File: config.mk
export PLATFORM = sky130hd
export DESIGN_NAME = hub_sys_n
export DESIGN_NICKNAME = d
export VERILOG_FILES = /design/src/rtl/hub_pkg.sv /design/src/rtl/hub_prio_enc.sv /design/src/rtl/hub_sys_n.sv
export SDC_FILE = /design/constraint.sdc
export NUM_CORES = 1
export LEC_CHECK = 0
export BUFFER_PORTS_ARGS = -buffer_cell sky130_fd_sc_hd__buf_2
export CAP_MARGIN = 5
export CORE_MARGIN = 2
export CORE_UTILIZATION = 52
export DETAILED_ROUTE_END_ITERATION = 10
export PLACE_DENSITY = 0.87
export SKIP_LAST_GASP = 1
export SYNTH_ARGS = -nofsm -noshare
export SYNTH_HDL_FRONTEND = slang
export SYNTH_SLANG_ARGS = --single-unit
File: constraint.sdc
create_clock -name clk_cog -period 2.1 [get_ports clk_cog]
set_clock_uncertainty 0.05 [all_clocks]
set_input_delay 0.21 -clock clk_cog [delete_from_list [all_inputs] [get_ports clk_cog]]
set_output_delay 0.21 -clock clk_cog [all_outputs]
set_load 0.02 [all_outputs]
File: src/rtl/hub_pkg.sv
// Shared hub definitions: system-op opcodes, request operand fields, index-width helper.
package hub_pkg;

    typedef enum logic [2:0] {
        OP_CLKSET  = 3'b000,
        OP_COGID   = 3'b001,
        OP_COGINIT = 3'b010,
        OP_COGSTOP = 3'b011,
        OP_LOCKNEW = 3'b100,
        OP_LOCKRET = 3'b101,
        OP_LOCKSET = 3'b110,
        OP_LOCKCLR = 3'b111
    } hub_op_e;

    // req_d layout: [31:4] launch pointer, [3] newx, low bits carry cog id, lock id or cfg
    localparam int unsigned REQ_DW   = 32;
    localparam int unsigned PTR_LSB  = 4;
    localparam int unsigned PTR_W    = 28;
    localparam int unsigned NEWX_BIT = 3;

    // Index width for n entries, never narrower than one bit
    function automatic int unsigned idx_w(input int unsigned n);
        return (n > 1) ? $clog2(n) : 1;
    endfunction

endpackage

File: src/rtl/hub_prio_enc.sv
// Lowest-clear-bit search; idx is all ones and all is set when every bit is taken.
module hub_prio_enc #(
    parameter int unsigned W  = 8,
    parameter int unsigned IW = 3
) (
    input  logic [W-1:0]  vec,
    output logic [IW-1:0] idx,
    output logic          all
);

    // Scan from the top so the lowest clear bit wins
    always_comb begin
        idx = '1;
        all = 1'b1;
        for (int i = int'(W) - 1; i >= 0; i--) begin
            if (!vec[i]) begin
                idx = IW'(i);
                all = 1'b0;
            end
        end
    end

endmodule

File: src/rtl/hub_sys_n.sv
// Hub system-op unit: rotating slot, two-stage request pipeline, cog enables and lock pool.
module hub_sys_n
    import hub_pkg::*;
#(
    parameter int unsigned NCOG  = 8,
    parameter int unsigned NLOCK = 8,
    parameter int unsigned CFGW  = 8,
    localparam int unsigned IW = $clog2(NCOG),
    localparam int unsigned LW = idx_w(NLOCK),
    localparam int unsigned QW = ((IW > LW) ? IW : LW) + 1
) (
    input  logic              clk_cog,
    input  logic              nres,
    input  logic              ena_bus,
    input  logic              req_e,
    input  logic [2:0]        req_op,
    input  logic [REQ_DW-1:0] req_d,
    output logic [IW-1:0]     slot,
    output logic [QW-1:0]     sys_q,
    output logic              sys_c,
    output logic [NCOG-1:0]   bus_ack,
    output logic [NCOG-1:0]   cog_ena,
    output logic [NCOG-1:0]   ptr_w,
    output logic [PTR_W-1:0]  ptr_d,
    output logic [CFGW-1:0]   cfg
);

    // Stage-1 request latch
    logic              s1_valid;
    hub_op_e           s1_op;
    logic [REQ_DW-1:0] s1_d;
    logic [IW-1:0]     s1_req;

    // Architectural state
    logic [NCOG-1:0]   cog_en;
    logic [NLOCK-1:0]  lk_alloc;
    logic [NLOCK-1:0]  lk_st;
    logic [IW-1:0]     lk_own [NLOCK];

    // Next-state values
    logic [NCOG-1:0]   en_nx;
    logic [NCOG-1:0]   rs_mask;
    logic [NCOG-1:0]   ack_nx;
    logic [NCOG-1:0]   pw_nx;
    logic [NLOCK-1:0]  alloc_nx;
    logic [NLOCK-1:0]  st_nx;
    logic [IW-1:0]     own_nx [NLOCK];
    logic [CFGW-1:0]   cfg_nx;
    logic [QW-1:0]     q_nx;
    logic              c_nx;
    logic [PTR_W-1:0]  ptr_nx;

    // Decoded operands and search results
    logic [IW-1:0]     free_cog;
    logic              cog_all;
    logic [LW-1:0]     free_lk;
    logic              lk_all;
    logic [IW-1:0]     cog_id;
    logic [IW-1:0]     tgt_cog;
    logic [LW-1:0]     lk_id;
    logic              lk_ok;
    logic              newx;

    hub_prio_enc #(.W(NCOG), .IW(IW)) u_cog_enc (
        .vec (cog_en),
        .idx (free_cog),
        .all (cog_all)
    );

    hub_prio_enc #(.W(NLOCK), .IW(LW)) u_lock_enc (
        .vec (lk_alloc),
        .idx (free_lk),
        .all (lk_all)
    );

    // Execute the latched request and derive next state and results
    always_comb begin
        en_nx    = cog_en;
        rs_mask  = '0;
        ack_nx   = '0;
        pw_nx    = '0;
        alloc_nx = lk_alloc;
        st_nx    = lk_st;
        own_nx   = lk_own;
        cfg_nx   = cfg;
        q_nx     = sys_q;
        c_nx     = sys_c;
        ptr_nx   = ptr_d;

        newx    = s1_d[NEWX_BIT];
        cog_id  = s1_d[IW-1:0];
        tgt_cog = newx ? free_cog : cog_id;
        lk_id   = s1_d[LW-1:0];
        lk_ok   = (32'(lk_id) < NLOCK);

        if (s1_valid) begin
            ack_nx[s1_req] = 1'b1;
            q_nx           = '0;
            c_nx           = 1'b0;
            case (s1_op)
                OP_CLKSET: cfg_nx = s1_d[CFGW-1:0];
                OP_COGID:  q_nx = QW'(s1_req);
                OP_COGINIT: begin
                    q_nx = QW'(tgt_cog);
                    c_nx = cog_all;
                    if (!(newx && cog_all)) begin
                        en_nx[tgt_cog]   = 1'b1;
                        rs_mask[tgt_cog] = 1'b1;
                        pw_nx[tgt_cog]   = 1'b1;
                        ptr_nx           = s1_d[PTR_LSB +: PTR_W];
                    end
                end
                OP_COGSTOP: begin
                    q_nx          = QW'(cog_id);
                    en_nx[cog_id] = 1'b0;
                    // Auto-release treats each owned lock like a LOCKRET
                    for (int i = 0; i < int'(NLOCK); i++) begin
                        if (lk_alloc[i] && (lk_own[i] == cog_id)) begin
                            alloc_nx[i] = 1'b0;
                            st_nx[i]    = 1'b0;
                        end
                    end
                end
                OP_LOCKNEW: begin
                    q_nx = QW'(free_lk);
                    c_nx = lk_all;
                    if (!lk_all) begin
                        alloc_nx[free_lk] = 1'b1;
                        st_nx[free_lk]    = 1'b0;
                        own_nx[free_lk]   = s1_req;
                    end
                end
                OP_LOCKRET: begin
                    q_nx = QW'(lk_id);
                    if (lk_ok) begin
                        alloc_nx[lk_id] = 1'b0;
                        st_nx[lk_id]    = 1'b0;
                    end
                end
                OP_LOCKSET, OP_LOCKCLR: begin
                    q_nx = QW'(lk_id);
                    if (lk_ok) begin
                        c_nx         = lk_st[lk_id];
                        st_nx[lk_id] = (s1_op == OP_LOCKSET);
                    end
                end
                default: ;
            endcase
        end
    end

    // All state and outputs advance only on a hub slot strobe
    always_ff @(posedge clk_cog or negedge nres) begin
        if (!nres) begin
            slot     <= '0;
            s1_valid <= 1'b0;
            s1_op    <= OP_CLKSET;
            s1_d     <= '0;
            s1_req   <= '0;
            cog_en   <= NCOG'(1);
            cog_ena  <= '0;
            lk_alloc <= '0;
            lk_st    <= '0;
            for (int i = 0; i < int'(NLOCK); i++) begin
                lk_own[i] <= '0;
            end
            cfg      <= '0;
            sys_q    <= '0;
            sys_c    <= 1'b0;
            bus_ack  <= '0;
            ptr_w    <= '0;
            ptr_d    <= '0;
        end else if (ena_bus) begin
            slot     <= slot + IW'(1);
            s1_valid <= req_e;
            s1_op    <= hub_op_e'(req_op);
            s1_d     <= req_d;
            s1_req   <= slot;
            cog_en   <= en_nx;
            cog_ena  <= en_nx & ~rs_mask;
            lk_alloc <= alloc_nx;
            lk_st    <= st_nx;
            lk_own   <= own_nx;
            cfg      <= cfg_nx;
            sys_q    <= q_nx;
            sys_c    <= c_nx;
            bus_ack  <= ack_nx;
            ptr_w    <= pw_nx;
            ptr_d    <= ptr_nx;
        end
    end

endmodule

==> run summary <==
Postcts setup bufs: 0
Total GRT Usage: 0.293
CTS tree: built
CTS Buf Count: 17
Crit start category: register
Die ar.: 0.0149 sq mm
Multi-input logic area: 0.00316 sq mm
Vias per cell: 5.97
Met1 usage: 0.379
Initial Util: 0.528
Xor/xnor share of the synthesized area: 0.0313
Netlist cell types: 71
Ranking of synthesized cells by area: dfrtp_1, mux2_2, xnor2_1
VDD IR max: 0.814 mV
GR met3 Demand/Resource: 0.0520
Final setup margin: 0.0428 ns
Hold_sp: ena_bus
Worst setup path category: reg2reg
Clock Tree Buf Depth: 2
Tightest Pin Transition: 0.613 ns
Setup TNS: 0 ns
# DRC: 0
Reg-to-Reg Start: s1_op[0]
Syn nets: 662
Drt pass-1 iters: 5
GRT overflow: 0
Post-synth top area cell: dfrtp_1
GRT met2 Usage: 0.498
Post-synth top area share: 0.527
CP endpoint kind: register
GRT busiest layer: met2
Hold Path Class: in2reg
Post-synth EDFFs: 0
FF-to-FF path depth: 5
Cell area after synthesis: 0.00727 sq mm
Antenna violations before repair: 1
Die W: 122 microns
Ys flop type: dfrtp_1
Fraction of layout cells with a size suffix above 1: 0.393
Final setup viols: 0
Final hold viol count: 0
Ports: 107
GP Congestion: 0.975
Adder-cell share of the synthesized area: 0.00172
CTS clk-pin slew, worst paths: 0.07 ns
CTS H-tree lvls: 4
Vias in the first global route: 6137
Starting DRT DRC Count: 489
Port bufs: 105
Placement Rows: 43
Largest net degree at the start of global routing: 62
Crit path max fanout: 9
Root Buffer: clkbuf_16
Post-Syn Instances: 622
Core Area: 0.0138 sq mm
Crit path DAT: 2.32 ns
Slew HR: 0.591
Final worst path period share: 0.980
RSZ-0062 raised after global routing: true
Nets: 834
Asr flop ratio synth: 1.00
Chip Height: 122 microns
Leak: 4.20 nW
Seq/Total Area, Yosys: 0.530
Fillers: 1015
Max_cap viols: 0
Detail Route Antenna Nets: 0
Mapped Avg Cell Area: 11.7 sq um
Period minus WS final: 2.06 ns
Sequential Area: 0.00386 sq mm
Max-slew violations: 0
PwrDens: 1110 mW/mm^2
Peak Freq: 486 MHz
Hold Crit Depth: 3
Synth Register Bits: 154
Simple-Gate Fraction of Synth Area: 0.0948
First-pass GRT wire length: 33.5 mm
Via count: 5902
Yosys synthesis warning count: 0
Compound-Gate Fraction of Synth Area: 0.134
Total routed wirelength: 20.6 mm
Routed len/inst: 20.9 microns
Worst Path Required: 2.36 ns
Outcome: finished, final reports clean
HPWL reported at the end of detailed placement: 13.8 mm
Multiplexer share of the synthesized area: 0.170
CTS Sinks: 154
Clock latency on the worst-skew pair: 0.43 ns
Worst Setup SP: s1_op[0]
Largest family of logic cells by synthesized area: multiplexers
Synthesis-to-layout area growth: 27.3%
Pre-CTS worst setup slack: 0.0675 ns
-- kinds of logic after synthesis --
group,Yosys count
AOI/OAI and AO/OA,141
xor gates and xnor gates,26
adders and majority gates,1
buffers and inverters,64
DFF,154
muxes,108
other,1
and+or+nand+nor,127
-- layer usage --
metal  part of all wire  wire (microns)
met1               0.41            8390
met3              0.058            1190
met2               0.51           10500
met5                  0               0
met4              0.025             523
-- where the power goes --
part,switching (mW),internal [mW]
clock,1.32,1.81
combinational,1.69,1.23
sequential,0.580,3.64
-- Yosys cell counts, types with 2 or more instances --
| cell | instances |
|---|---|
| a221oi_1 | 2 |
| o22ai_1 | 4 |
| nand2_1 | 24 |
| nand4_1 | 6 |
| o21a_1 | 3 |
| o2bb2ai_1 | 7 |
| nand2_2 | 3 |
| inv_1 | 19 |
| o311ai_0 | 2 |
| xnor2_1 | 25 |
| nand3_1 | 11 |
| nor3_1 | 14 |
| nor2_1 | 25 |
| clkbuf_1 | 18 |
| mux2_4 | 3 |
| nand3b_1 | 4 |
| o21ai_0 | 34 |
| o221ai_1 | 5 |
| a21o_1 | 7 |
| o211ai_1 | 2 |
| or3_1 | 2 |
| dfrtp_1 | 153 |
| mux2i_1 | 3 |
| a41oi_1 | 12 |
| nand4_2 | 2 |
| mux2_2 | 100 |
| nor3b_1 | 3 |
| a21oi_1 | 26 |
| buf_1 | 5 |
| nor2b_1 | 11 |
| or2_2 | 5 |
| o31ai_1 | 7 |
| a311oi_1 | 3 |
| a31oi_1 | 8 |
| buf_2 | 19 |
| o32ai_1 | 3 |
| nand2b_1 | 5 |
| a32oi_1 | 2 |
| a211oi_1 | 3 |
-- worst max-delay path, stage by stage, from the launching register on --
cell     delay (ns)
dfrtp_1        0.47
nor2_4         0.14
nand2_2        0.07
or3_1          0.49
or3_4          0.41
mux2_4         0.31
-- stage by stage --
| stage | total power, mW | std cells | cell area [sq um] | util | hold WS (ns) |
|---|---|---|---|---|---|
| finish | 10.3 | 988 | 9250 | 0.672 | 0.170 |
| global route | 10.7 | 987 | 9250 | 0.672 | 0.186 |
| CTS | 10.2 | 987 | 9230 | 0.670 | 0.141 |
| detailed placement | 7.00 | 918 | 8260 | 0.600 | 0.198 |
| global placement | 6.85 | 918 | 8260 | 0.600 | 0.186 |
| floorplan | 5.87 | 622 | 7270 | - | -0.136 |
-- layout make-up --
type	instances	area share
clock inverter	14	0.0170
timing repair buffer	197	0.145
antenna	1	0.000270
clock buffer	18	0.0475
inverter	20	0.00811
sequential	154	0.417
tap	180	0.0243
multi-input combinational	404	0.341
-- cell usage in the layout (no fill, tap or decap), types with 4 or more instances in the layout --
master	instances
inv_6	4
buf_2	104
nor2_1	25
or2_2	5
dfrtp_1	152
nand3_1	11
o221ai_1	5
buf_4	53
mux2_2	100
a31oi_1	8
a41oi_1	11
nand4_1	6
clkinv_2	4
nand3b_1	4
clkbuf_16	17
a21o_1	7
o31ai_1	7
dlygate4sd3_1	37
o21ai_0	34
o22ai_1	4
inv_1	19
nand2b_1	5
a21oi_1	26
o2bb2ai_1	7
nor3_1	14
nand2_1	24
nor2b_1	10
xnor2_1	25
-- state kept, by name (all words and copies together) (netlist names) --
signal,cells
cfg,8
ptr_d,28
sys_q,3
lk_own,24
ptr_w,8
lk_alloc,8
s1_op,3
bus_ack,8
s1_valid,1
slot,3
s1_req,3
sys_c,1
cog_ena,8
s1_d,32
lk_st,8
cog_en,8
-- path summary, 6_finish.rpt --
| path | end | slack (ns) |
|---|---|---|
| hold / removal | cog_en[7] | 0.17 |
| min in group asynchronous | cog_en[2] | 0.28 |
| hold reg to reg | cog_ena[2] | 0.43 |
| setup / recovery | lk_own[9] | 0.04 |
| max in group asynchronous | s1_d[0] | 0.98 |
| setup reg to reg | lk_own[9] | 0.04 |
-- what timing repair did --
action                                  in CTS  in global routing
gates resized for setup                      0                  4
hold endpoints to repair                    92                  0
endpoints found under the setup margin       0                 17
hold buffers                                37                  0
No activity file was read; power rests on OpenSTA's default activity.
